### src/rtl/vga_timing_pkg.sv
// Shared types and default 640x480@60 Hz timing for the VGA timing controller.
package vga_timing_pkg;

    typedef enum logic [1:0] {
        PhActive,
        PhFront,
        PhSync,
        PhBack
    } axis_phase_t;

    localparam int unsigned DEF_H_ACTIVE = 640;
    localparam int unsigned DEF_H_FP     = 16;
    localparam int unsigned DEF_H_SYNC   = 96;
    localparam int unsigned DEF_H_BP     = 48;
    localparam int unsigned DEF_V_ACTIVE = 480;
    localparam int unsigned DEF_V_FP     = 10;
    localparam int unsigned DEF_V_SYNC   = 2;
    localparam int unsigned DEF_V_BP     = 33;

    function automatic int unsigned axis_total(input int unsigned active,
                                               input int unsigned fp,
                                               input int unsigned sync,
                                               input int unsigned bp);
        return active + fp + sync + bp;
    endfunction

endpackage

### src/rtl/vga_axis_phase.sv
// Combinational decode of one axis counter into its active/front/sync/back phase.
module vga_axis_phase
    import vga_timing_pkg::*;
#(
    parameter int unsigned CW     = 10,
    parameter int unsigned ACTIVE = 640,
    parameter int unsigned FP     = 16,
    parameter int unsigned SYNC   = 96
) (
    input  logic [CW-1:0] cnt,
    output axis_phase_t   phase
);

    localparam logic [CW-1:0] FRONT_START = CW'(ACTIVE);
    localparam logic [CW-1:0] SYNC_START  = CW'(ACTIVE + FP);
    localparam logic [CW-1:0] BACK_START  = CW'(ACTIVE + FP + SYNC);

    always_comb begin
        if (cnt < FRONT_START) begin
            phase = PhActive;
        end else if (cnt < SYNC_START) begin
            phase = PhFront;
        end else if (cnt < BACK_START) begin
            phase = PhSync;
        end else begin
            phase = PhBack;
        end
    end

endmodule

### src/rtl/vga_timing_ctrl.sv
// VGA timing generator: pixel-rate enable, raster counters, syncs and blanking.
module vga_timing_ctrl
    import vga_timing_pkg::*;
#(
    parameter int unsigned H_ACTIVE = DEF_H_ACTIVE,
    parameter int unsigned H_FP     = DEF_H_FP,
    parameter int unsigned H_SYNC   = DEF_H_SYNC,
    parameter int unsigned H_BP     = DEF_H_BP,
    parameter int unsigned V_ACTIVE = DEF_V_ACTIVE,
    parameter int unsigned V_FP     = DEF_V_FP,
    parameter int unsigned V_SYNC   = DEF_V_SYNC,
    parameter int unsigned V_BP     = DEF_V_BP,
    parameter int unsigned PIX_DIV  = 2,
    parameter logic        SYNC_POL = 1'b0,
    parameter int unsigned CW       = 10
) (
    input  logic          clk,
    input  logic          rst,
    output logic          hsync,
    output logic          vsync,
    output logic          video_on,
    output logic [CW-1:0] x,
    output logic [CW-1:0] y,
    output logic          pix_tick,
    output logic          line_start,
    output logic          frame_start
);

    localparam int unsigned H_TOTAL = axis_total(H_ACTIVE, H_FP, H_SYNC, H_BP);
    localparam int unsigned V_TOTAL = axis_total(V_ACTIVE, V_FP, V_SYNC, V_BP);
    localparam int unsigned DW      = (PIX_DIV > 1) ? $clog2(PIX_DIV) : 1;

    localparam logic [DW-1:0] DIV_LAST = DW'(PIX_DIV - 1);
    localparam logic [CW-1:0] H_LAST   = CW'(H_TOTAL - 1);
    localparam logic [CW-1:0] V_LAST   = CW'(V_TOTAL - 1);

    logic [DW-1:0] div_cnt_q, div_cnt_d;
    logic [CW-1:0] h_cnt_q, h_cnt_d;
    logic [CW-1:0] v_cnt_q, v_cnt_d;

    axis_phase_t h_phase, v_phase;

    logic hsync_d, vsync_d, video_on_d, pix_tick_d, line_start_d, frame_start_d;

    vga_axis_phase #(
        .CW     (CW),
        .ACTIVE (H_ACTIVE),
        .FP     (H_FP),
        .SYNC   (H_SYNC)
    ) u_h_phase (
        .cnt   (h_cnt_q),
        .phase (h_phase)
    );

    vga_axis_phase #(
        .CW     (CW),
        .ACTIVE (V_ACTIVE),
        .FP     (V_FP),
        .SYNC   (V_SYNC)
    ) u_v_phase (
        .cnt   (v_cnt_q),
        .phase (v_phase)
    );

    always_ff @(posedge clk) begin
        if (rst) begin
            div_cnt_q   <= '0;
            h_cnt_q     <= '0;
            v_cnt_q     <= '0;
            hsync       <= ~SYNC_POL;
            vsync       <= ~SYNC_POL;
            video_on    <= 1'b0;
            x           <= '0;
            y           <= '0;
            pix_tick    <= 1'b0;
            line_start  <= 1'b0;
            frame_start <= 1'b0;
        end else begin
            div_cnt_q   <= div_cnt_d;
            h_cnt_q     <= h_cnt_d;
            v_cnt_q     <= v_cnt_d;
            hsync       <= hsync_d;
            vsync       <= vsync_d;
            video_on    <= video_on_d;
            x           <= h_cnt_q;
            y           <= v_cnt_q;
            pix_tick    <= pix_tick_d;
            line_start  <= line_start_d;
            frame_start <= frame_start_d;
        end
    end

    // The line counter only moves on the last clk of a pixel, the frame counter on a line wrap.
    always_comb begin
        div_cnt_d = div_cnt_q;
        h_cnt_d   = h_cnt_q;
        v_cnt_d   = v_cnt_q;
        if (div_cnt_q == DIV_LAST) begin
            div_cnt_d = '0;
            if (h_cnt_q == H_LAST) begin
                h_cnt_d = '0;
                v_cnt_d = (v_cnt_q == V_LAST) ? '0 : v_cnt_q + CW'(1);
            end else begin
                h_cnt_d = h_cnt_q + CW'(1);
            end
        end else begin
            div_cnt_d = div_cnt_q + DW'(1);
        end
    end

    always_comb begin
        pix_tick_d    = (div_cnt_q == '0);
        line_start_d  = pix_tick_d && (h_cnt_q == '0);
        frame_start_d = line_start_d && (v_cnt_q == '0);
        hsync_d       = (h_phase == PhSync) ? SYNC_POL : ~SYNC_POL;
        vsync_d       = (v_phase == PhSync) ? SYNC_POL : ~SYNC_POL;
        video_on_d    = (h_phase == PhActive) && (v_phase == PhActive);
    end

endmodule

### config.mk
export PLATFORM = sky130hd
export DESIGN_NAME = vga_timing_ctrl
export DESIGN_NICKNAME = d
export VERILOG_FILES = /design/src/rtl/vga_timing_pkg.sv /design/src/rtl/vga_axis_phase.sv /design/src/rtl/vga_timing_ctrl.sv
export SDC_FILE = /design/constraint.sdc
export NUM_CORES = 1
export LEC_CHECK = 0
export CAP_MARGIN = 30
export CELL_PAD_IN_SITES_DETAIL_PLACEMENT = 1
export CELL_PAD_IN_SITES_GLOBAL_PLACEMENT = 2
export CORE_ASPECT_RATIO = 1.25
export CORE_MARGIN = 5
export CORE_UTILIZATION = 37
export CTS_BUF_LIST = sky130_fd_sc_hd__clkbuf_4 sky130_fd_sc_hd__clkbuf_8
export CTS_CLUSTER_SIZE = 28
export DETAILED_ROUTE_END_ITERATION = 7
export GPL_TIMING_DRIVEN = 0
export PLACE_DENSITY = 0.81
export SLEW_MARGIN = 20
export SYNTH_ARGS = -nofsm -noshare
export SYNTH_HDL_FRONTEND = slang
export SYNTH_SLANG_ARGS = --single-unit
### constraint.sdc
create_clock -name clk -period 2.9 [get_ports clk]
set_clock_uncertainty 0.1 [all_clocks]
set_input_delay 0.58 -clock clk [delete_from_list [all_inputs] [get_ports clk]]
set_output_delay 0.58 -clock clk [all_outputs]
set_load 0.01 [all_outputs]
==> results of run 1 <==
cells in the mapped netlist:
| library cell | n |
|---|---|
| a21oi_1 | 5 |
| a311oi_1 | 1 |
| a31oi_1 | 1 |
| a31oi_2 | 1 |
| a41oi_2 | 1 |
| and3_1 | 3 |
| and3_4 | 1 |
| and3b_1 | 1 |
| and4_1 | 4 |
| and4_4 | 2 |
| buf_2 | 4 |
| buf_6 | 3 |
| clkbuf_1 | 3 |
| clkbuf_2 | 1 |
| dfxtp_1 | 47 |
| ha_1 | 4 |
| inv_1 | 6 |
| mux2i_1 | 5 |
| nand2_1 | 10 |
| nand2b_1 | 2 |
| nand3_1 | 15 |
| nand4_1 | 6 |
| nand4b_1 | 1 |
| nor2_1 | 13 |
| nor2_2 | 7 |
| nor2_4 | 1 |
| nor2b_1 | 17 |
| nor3_1 | 4 |
| nor4_1 | 1 |
| nor4b_1 | 1 |
| nor4b_4 | 1 |
| o21ai_0 | 3 |
| o21ai_1 | 4 |
| or2_1 | 1 |
| or3_1 | 2 |
| xnor2_1 | 5 |
| xor2_1 | 6 |
state kept, by name (all words and copies together), names as in the netlist, 10 cells and up:
| register | cells |
|---|---|
| y | 10 |
| v_cnt_q | 10 |
| h_cnt_q | 10 |
| x | 10 |
area by class of cell:
cell class	count	area [sq um]	share of cell area, %
Multi-Input combinational cell	129	856	36.1
Timing Repair Buffer	27	270	11.4
Clock buffer	5	68.8	2.90
Tap cell	62	77.6	3.27
Inverter	6	22.5	0.949
Clock inverter	3	67.6	2.85
Buffer	11	70.1	2.95
Sequential cell	47	941	39.6
cell families after synthesis:
kind of cell	Yosys count	share of synthesized area, %
AND/OR/NAND/NOR	93	29.4
flip-flops	47	49.8
buffers and inverters	17	4.90
AO/OA/AOI/OAI	16	5.50
XOR/XNOR	11	5.10
multiplexers	5	2.65
adder cells (fa/ha/maj)	4	2.65
metal layers:
layer / wire [um] / part of all wire [%] / global-route usage, %
met1: 1710 / 41 / 16.0
met2: 2270 / 54 / 24.5
met4: 62 / 1.5 / 4.53
met3: 150 / 3.6 / 3.57
met5: 0 / 0 / 0
where the power goes:
part / leakage [nW] / switching, mW / total [mW] / internal [mW]
clock network: 0.0644 / 0.221 / 0.564 / 0.344
registers: 0.381 / 0.00464 / 0.659 / 0.655
logic: 0.433 / 0.0337 / 0.0608 / 0.0271
total: 0.878 / 0.259 / 1.28 / 1.03
how the worst max path moves through the flow:
stage,slack [ps],depth (start not counted),to,startpoint
6_report,910,5,v_cnt_q[6],rst
3_3_place_gp,630,6,v_cnt_q[4],rst
3_5_place_dp,560,5,v_cnt_q[9],rst
5_1_grt,770,5,v_cnt_q[6],rst
4_1_cts,890,5,v_cnt_q[9],rst
2_1_floorplan,1350,7,v_cnt_q[5],v_cnt_q[0]
critical path, cell delays in order:
cell             delay [ps]
clkdlybuf4s50_1         490
clkbuf_1                460
a41oi_2                 210
a21oi_1                 230
mux2i_1                 100
==> out/metrics.csv, run 1 <==
stage,metric,value,unit
status,outcome,"complete, no violations",
cts,cts_tree,yes,
drt,vias_per_cell,5.05,
cts,worstSkewPairLatency,300,ps
logic_synthesis,synth_area,1890,sq um
layout,syn2layout_area_growth,25.6,%
drt,wl_per_cell,14.5,um
cts,cts_hold_buf,0,
setup_path,end_kind,flip-flop,
setup_path,reg2reg_to,v_cnt_q[5],
logic_synthesis,synth_warnings,0,
sta,min_period_over_period,68.6,%
die,die_h,89.9,um
drt,first_pass_iters,4,
logic_synthesis,synth-seq-area-share,49.8,%
placement,place_ws,559,ps
sta,rsz0062_at_grt,no,
placement,dpl.cell_count,282,
power,p_per_area,541,nW/um^2
sta,hold_viol,0,
layout,n_fill_cell,562,
cts,cts_buffer_depth,2,
sta,fin_tns_setup,0,ps
power,power,1.28,mW
power,p_leak,0.878,nW
job,drv_cap,0,
sta,hold_slack,415,ps
worst_hold_path,whs_endpoint,x[1],
drt,finalWirelength,4.19,mm
drt,drt_iter0_markers,70,
placement,gp_congestion,0.827,
setup_path,reg2reg_from,v_cnt_q[0],
setup_path,critPathLaunchType,input port,
layout,nets,233,
die,rows,29,
grt,grt_pass1_wl,7.27,mm
die,die_w,73.9,um
cts,cts.clk_slew.worst_paths,90,ps
cts,cts_root_buf,clkbuf_8,
cts,cts_resized,0,
setup_path,criticalPathCategory,input port to flip-flop,
setup_path,arrival,2080,ps
die,io_pins,28,
grt,grt_util_all_layers,14.0,%
sta,setup_ws,910,ps
grt,grt_max_degree,16,
cts,cts.sinks,47,
logic_synthesis,syn_nets,199,
grt,gr-total-overflow,0,
layout,post-route-util,47.4,%
logic_synthesis,synth_cell_type_count,37,
logic_synthesis,yosys.area.top_type,dfxtp_1,
drt,ant_nets,0,
sta,relSlewSlack,61.5,%
grt,antenna_found_initial,0,
sta,finalSetupViolations,0,
cts,cts_setup_buffers,0,
logic_synthesis,syn_avg_cell_area,9.79,sq um
die,placeableCoreArea,5010,sq um
logic_synthesis,synthTopCellsByArea,"dfxtp_1 50%, nor2b_1 5.6%, nand3_1 4.0%",
logic_synthesis,synth_cells,193,
setup_path,crit_fanout,10,
placement,postPlaceCellArea,2240,sq um
layout,design_area,2370,sq um
layout,final_common_cell,dfxtp_1,
cts,htreeDepth,2,
placement,dpl.hpwl,3.16,mm
die,dieArea,6640,sq um
layout,drive_above_1_share,13.2,%
sta,worstMarginPinSlew,577,ps
cts,numCtsBuffers,5,
worst_hold_path,hold_class,flip-flop to flip-flop,
layout,final_cell_mix,"47 x dfxtp_1, 27 x clkdlybuf4s50_1, 17 x nor2b_1, 15 x nand3_1, 13 x nor2_1",
logic_synthesis,synth_top_area_share,49.8,%
power,ir_drop,319,uV
die,start_util,37.7,%
worst_hold_path,hold-path-cell-count,2,
layout,finalNonFillerCells,290,
sta,timing.final.max_slew_violations,0,
worst_hold_path,min_from,h_cnt_q[1],
logic_synthesis,ys_ff_latch,47,
setup_path,worstPathRequired,2990,ps
sta,max_clock_freq,502,MHz
grt,grt_pass1_vias,1491,
drt,drc,0,
sta,period_minus_slack,1990,ps
setup_path,r2r_slack,1120,ps
setup_path,r2r_cells,7,
placement,port-buffer-count,27,
layout,n_antenna_cell,0,
drt,vias,1464,
Power figures use the tool's default switching activity.
==> run 2: changes to the inputs <==
- CORE_UTILIZATION: 37 -> 31
- PLACE_DENSITY: 0.81 -> 0.72
- clock period: 2.9 -> 1.7 ns (I/O delays scaled with it)
==> run 2 against run 1 <==
  * Global-route usage shrank 2.0 points
  * Total power grew 48%
  * Core utilization shrank 4.7 points
  * Worst hold slack lost 23 ps
  * Clock power grew 16%
  * Critical path depth grew 1
  * Cell area grew 5.4%
  * Via count grew 0.61%
  * First-iteration DRC count shrank 40%
  * Clock-buffer cell count is the same
==> out/metrics.csv, run 2 (synthesized netlist as in run 1, its figures left out) <==
stage,metric,value,unit,change
layout,nets,241,,+3.4%
setup_path,end_kind,flip-flop,,
cts,cts_buffer_depth,2,,unchanged
drt,wl_per_cell,14.3,um,-0.91%
grt,gr-total-overflow,0,,unchanged
sta,hold_viol,0,,unchanged
die,die_w,79.8,um,+8.0%
die,dieArea,7770,sq um,+17%
layout,n_antenna_cell,0,,unchanged
status,outcome,"complete, no violations",,
sta,hold_slack,392,ps,-23.1 ps
sta,fin_tns_setup,0,ps,unchanged
cts,cts.clk_slew.worst_paths,80,ps,about the same
setup_path,arrival,1760,ps,-320 ps
setup_path,r2r_cells,6,,-1
worst_hold_path,hold_class,flip-flop to flip-flop,,
layout,final_common_cell,dfxtp_1,,
worst_hold_path,hold-path-cell-count,2,,unchanged
cts,worstSkewPairLatency,300,ps,about the same
layout,syn2layout_area_growth,32.4,%,
drt,vias_per_cell,4.63,,-8.2%
power,p_per_area,759,nW/um^2,+40%
power,p_leak,0.909,nW,+3.5%
placement,postPlaceCellArea,2260,sq um,+1.1%
cts,numCtsBuffers,5,,unchanged
cts,htreeDepth,2,,unchanged
grt,grt_util_all_layers,11.9,%,-2.0 points
power,ir_drop,325,uV,+1.9%
drt,vias,1473,,+0.61%
layout,drive_above_1_share,22.9,%,+9.7 points
drt,finalWirelength,4.55,mm,+8.7%
setup_path,crit_fanout,8,,-2
die,io_pins,28,,unchanged
placement,dpl.hpwl,3.11,mm,-1.5%
worst_hold_path,min_from,h_cnt_q[1],,
grt,grt_max_degree,15,,-1
grt,grt_pass1_vias,1510,,+1.3%
setup_path,criticalPathCategory,flip-flop to flip-flop,,
die,placeableCoreArea,5860,sq um,+17%
cts,cts_tree,yes,,
grt,grt_pass1_wl,7.40,mm,+1.8%
die,start_util,32.3,%,-5.5 points
sta,period_minus_slack,1630,ps,
cts,cts.sinks,47,,unchanged
layout,final_cell_mix,"42 x dfxtp_1, 27 x clkdlybuf4s50_1, 17 x nor2b_1, 15 x nand3_1, 12 x nor2_1",,
sta,min_period_over_period,96.1,%,
sta,worstMarginPinSlew,439,ps,-138 ps
layout,post-route-util,42.7,%,-4.7 points
cts,cts_root_buf,clkbuf_8,,
sta,finalSetupViolations,0,,unchanged
sta,timing.final.max_slew_violations,0,,unchanged
placement,port-buffer-count,27,,unchanged
die,die_h,97.3,um,+8.2%
drt,first_pass_iters,4,,unchanged
drt,drt_iter0_markers,42,,-40%
setup_path,worstPathRequired,1830,ps,-1160 ps
drt,drc,0,,unchanged
die,rows,31,,+6.9%
layout,design_area,2500,sq um,+5.4%
setup_path,critPathLaunchType,flip-flop,,
job,drv_cap,0,,unchanged
setup_path,r2r_slack,70,ps,-1050 ps
grt,antenna_found_initial,0,,unchanged
worst_hold_path,whs_endpoint,x[1],,
setup_path,reg2reg_to,h_cnt_q[0],,
setup_path,reg2reg_from,h_cnt_q[0],,
placement,gp_congestion,0.769,,-7.0%
sta,max_clock_freq,612,MHz,
sta,relSlewSlack,70.7,%,+9.2 points
drt,ant_nets,0,,unchanged
[run 2: cell count changes in the layout (fill, tap and decap cells not counted), sizes merged]
cell and change:
bufinv -2, clkinvlp -1, buf +8, clkinv +3, a41oi +1, clkbuf -1
[run 2: power breakdown]
group | total (mW) | internal, mW | switching [mW] | leakage [nW]
logic | 0.120 | 0.0552 | 0.0652 | 0.477
registers | 1.12 | 1.11 | 0.00759 | 0.384
clock network | 0.656 | 0.282 | 0.374 | 0.0477
total | 1.90 | 1.45 | 0.446 | 0.909
[run 2: timing repair]
item	4_1_cts	5_1_grt
endpoints found under the setup margin	24	18
gates resized for setup	4	21
gates cloned	0	2
setup buffers	0	6
pin swaps	0	4
endpoints found under the hold margin	0	0
hold buffers	0	0
[run 2: final cells by class]
cell class	instances	area (sq um)
fill	679	3360
sequential	47	955
multi-input combinational	130	927
timing repair buffer	34	339
tap	82	103
buffer	11	71.3
clock buffer	5	68.8
inverter	6	22.5
clock inverter	3	15.0
[run 2: layer usage]
layer  vias to the layer above  wire length (um)  track usage [%]
met5                         -                 0                0
met4                         0                68             3.90
met3                         5               111             2.78
met2                        18              2400             21.3
met1                       708              1970             13.7
li1                        742                 -                -
[run 2: worst max-delay path by stage]
stage | slack [ps] | cells past startpoint | end | start
3_3_place_gp | -410 | 4 | y[9] | rst
6_report | 70 | 6 | h_cnt_q[0] | h_cnt_q[0]
4_1_cts | 9 | 7 | v_cnt_q[4] | v_cnt_q[0]
2_1_floorplan | 150 | 7 | v_cnt_q[5] | v_cnt_q[0]
3_5_place_dp | -400 | 5 | v_cnt_q[9] | rst
5_1_grt | -8 | 5 | v_cnt_q[9] | h_cnt_q[8]
[run 2: critical path, cell delays in order, from the launching register on]
cell,delay (ps)
dfxtp_4,360
ha_2,190
and3b_2,240
and4_4,210
or2_1,210
buf_6,160
nor2_2,100
[run 2: stage by stage]
stage | setup WS [ps] | std cells | power (mW)
floorplan | 153 | 193 | 1.21
global placement | -414 | 302 | 1.26
detailed placement | -397 | 302 | 1.26
CTS | 8.72 | 310 | 1.93
global route | -7.99 | 318 | 1.99
finish | 66.5 | 318 | 1.90
==> run 3: changes to the inputs <==
- ABC_AREA: not set -> 1
- CORE_UTILIZATION: 31 -> 27
- CTS_BUF_LIST: sky130_fd_sc_hd__clkbuf_4 sky130_fd_sc_hd__clkbuf_8 -> not set
- PLACE_DENSITY: 0.72 -> 0.69
- TNS_END_PERCENT: not set -> 50
==> run 3 against run 2 <==
  * Core utilization fell by 7.5 points
  * Via count grew 16%
  * Critical endpoint is now v_cnt_q[7]
  * Worst hold slack got worse by 3.6 ps
  * Synthesized cell count increased by 33%
  * First-iteration DRC count rose by 38%
  * Die area rose by 15%
  * Register-to-register slack improved by 40 ps
  * Cell count is 20% higher
  * Area after synthesis grew 1.6%
  * Flip-flop and latch count unchanged
==> out/metrics.csv, run 3 <==
stage,metric,value,unit,change
logic_synthesis,async_flop_share,0,%,unchanged
sta,worstMarginPinSlew,451,ps,+12.0 ps
placement,port-buffer-count,27,,unchanged
worst_hold_path,hold_class,flip-flop to flip-flop,,
cts,cts_buffer_depth,2,,unchanged
layout,n_antenna_cell,0,,unchanged
die,die_w,85.4,um,+7.0%
logic_synthesis,synth_area,1920,sq um,+1.6%
setup_path,critPathLaunchType,flip-flop,,
logic_synthesis,synth_cells,257,,+33%
power,power,1.91,mW,+0.88%
layout,final_cell_mix,"54 x nand2_1, 47 x nor2_1, 43 x dfxtp_1, 35 x inv_1, 27 x clkdlybuf4s50_1",,
grt,grt_pass1_vias,1780,,+18%
layout,design_area,2440,sq um,-2.5%
die,start_util,27.7,%,-4.6 points
power,p_per_area,785,nW/um^2,+3.5%
logic_synthesis,synth-xor-area-share,1.83,%,-3.3 points
layout,final_common_cell,nand2_1,,
drt,wl_per_cell,13.6,um,-5.0%
logic_synthesis,synth-seq-area-share,49.0,%,-0.78 points
drt,vias_per_cell,4.46,,-3.7%
logic_synthesis,synthTopCellsByArea,"dfxtp_1 49%, nand2_1 11%, nor2_1 9.4%",,
grt,antenna_found_initial,0,,unchanged
logic_synthesis,synth_cell_type_count,25,,-32%
logic_synthesis,synthAdderAreaFrac,2.61,%,-0.041 points
grt,grt_pass1_wl,8.79,mm,+19%
layout,drive_above_1_share,10.2,%,-13 points
layout,nets,299,,+24%
logic_synthesis,synth_top_area_share,49.0,%,-0.78 points
sta,relSlewSlack,69.8,%,-0.91 points
drt,vias,1708,,+16%
drt,first_pass_iters,4,,unchanged
logic_synthesis,yosys.area.top_type,dfxtp_1,,
setup_path,worstPathRequired,1790,ps,-40 ps
cts,cts_hold_buf,0,,unchanged
grt,grt_max_degree,14,,-1
die,die_h,104,um,+7.2%
setup_path,reg2reg_to,v_cnt_q[7],,
drt,finalWirelength,5.21,mm,+14%
sta,finalSetupViolations,0,,unchanged
layout,syn2layout_area_growth,27.1,%,
logic_synthesis,synth-edff-count,0,,unchanged
logic_synthesis,synth_top_cells_by_count,"54 x nand2_1, 48 x nor2_1, 47 x dfxtp_1",,
placement,dpl.cell_count,374,,+24%
job,drv_cap,0,,unchanged
logic_synthesis,yosys.area_share.simple,33.1,%,+3.7 points
die,dieArea,8910,sq um,+15%
logic_synthesis,synth_top_family_by_area,simple AND/OR/NAND/NOR gates,,
layout,finalNonFillerCells,383,,+20%
power,ir_drop,284,uV,-13%
setup_path,r2r_cells,8,,+2
placement,dpl.hpwl,3.96,mm,+27%
logic_synthesis,ys_ff_latch,47,,unchanged
grt,gr-total-overflow,0,,unchanged
sta,period_minus_slack,1590,ps,-43.5 ps
logic_synthesis,synth_most_common_cell,nand2_1,,
placement,gp_congestion,0.801,,+4.2%
setup_path,criticalPathCategory,flip-flop to flip-flop,,
sta,max_clock_freq,629,MHz,+2.7%
drt,drt_iter0_markers,58,,+38%
setup_path,reg2reg_from,h_cnt_q[1],,
cts,cts.sinks,47,,unchanged
cts,htreeDepth,2,,unchanged
sta,hold_viol,0,,unchanged
worst_hold_path,whs_endpoint,x[1],,
cts,cts.clk_slew.worst_paths,90,ps,about the same
die,placeableCoreArea,6930,sq um,+18%
sta,timing.final.max_slew_violations,0,,unchanged
layout,n_fill_cell,878,,+29%
cts,cts_root_buf,clkbuf_8,,
logic_synthesis,synthMuxAreaShare,0,%,-2.6 points
cts,cts_tree,yes,,
sta,hold_slack,388,ps,-3.65 ps
setup_path,crit_fanout,8,,unchanged
cts,worstSkewPairLatency,290,ps,about the same
setup_path,arrival,1680,ps,-80 ps
sta,rsz0062_at_grt,no,,
grt,grt_util_all_layers,12.5,%,+0.63 points
worst_hold_path,min_from,h_cnt_q[1],,
die,io_pins,28,,unchanged
logic_synthesis,syn_avg_cell_area,7.47,sq um,-24%
logic_synthesis,syn_nets,263,,+32%
status,outcome,"complete, no violations",,
logic_synthesis,synth_warnings,0,,unchanged
placement,postPlaceCellArea,2300,sq um,+1.8%
logic_synthesis,synthFlopType,dfxtp_1,,
die,rows,34,,+9.7%
sta,fin_tns_setup,0,ps,unchanged
power,p_leak,1.03,nW,+13%
logic_synthesis,synth_compound_area_share,3.78,%,-1.7 points
cts,numCtsBuffers,5,,unchanged
drt,ant_nets,0,,unchanged
drt,drc,0,,unchanged
sta,min_period_over_period,93.5,%,-2.6 points
setup_path,end_kind,flip-flop,,
worst_hold_path,hold-path-cell-count,2,,unchanged
setup_path,r2r_slack,110,ps,+40 ps
## run 3: cell count changes after synthesis, sizes merged, moves of 6 or more
| cell | previous run | this run |
|---|---|---|
| and4 | 6 | 0 |
| nor2 | 21 | 51 |
| nand3 | 15 | 22 |
| nand2 | 10 | 57 |
| nor2b | 17 | 0 |
| inv | 6 | 36 |
## run 3: routing by layer
metal,routed length (um),share of wire (%),vias to the layer above,global-route usage [%]
li1,-,-,864,-
met1,2180,42,819,14.0
met2,2830,54,19,23.6
met3,135,2.6,6,2.14
met4,71,1.4,0,3.73
met5,0,0,-,0
## run 3: critical path: stages (launching register included)
cell and delay [ps]:
dfxtp_2 370, ha_2 220, nand2_1 80, nor2_2 150
nand4_4 210, nand2_8 180, inv_4 60, nand2_1 60
nand2_1 50
## run 3: cell type report
type / count / area (sq um) / share of cell area, %
Buffer: 7 / 46.3 / 1.90
Clock buffer: 6 / 82.6 / 3.39
Clock inverter: 1 / 5.00 / 0.205
Tap cell: 90 / 113 / 4.62
Inverter: 37 / 141 / 5.80
Multi-Input combinational cell: 166 / 807 / 33.1
Sequential cell: 47 / 946 / 38.8
Timing Repair Buffer: 29 / 298 / 12.2
## run 3: kinds of logic after synthesis
group / after synthesis
buffers and inverters: 44
DFF: 47
xor gates and xnor gates: 4
AOI/OAI and AO/OA: 14
adders and majority gates: 4
and+or+nand+nor: 144
## run 3: worst max path at each step
stage,start,to,slack (ps),cells after the start
after floorplan,h_cnt_q[0],v_cnt_q[2],300,8
after global placement,rst,y[9],-250,4
after detailed placement,rst,x[9],-310,4
after CTS,h_cnt_q[1],v_cnt_q[7],20,8
after global routing,h_cnt_q[4],h_cnt_q[9],4,7
final,h_cnt_q[1],v_cnt_q[7],110,8
## run 3: power by group
part	switching [mW]	leakage, nW	internal (mW)
clock network	0.368	0.0470	0.320
registers	0.00658	0.382	1.12
logic	0.0617	0.598	0.0428
total	0.437	1.03	1.48
## run 3: through the flow
stage / worst slack [ps] / util [%]
2_1_floorplan: 301 / -
3_3_place_gp: -252 / 33.2
3_5_place_dp: -307 / 33.2
4_1_cts: 17.6 / 34.7
5_1_grt: 4.09 / 35.2
6_report: 110 / 35.2
## run 3: timing repair
| action | in CTS | in global routing |
|---|---|---|
| setup buffers | 0 | 2 |
| pin swaps | 1 | 1 |
| resized for setup | 4 | 5 |
| gates cloned | 0 | 0 |
| endpoints found under the setup margin | 9 | 11 |
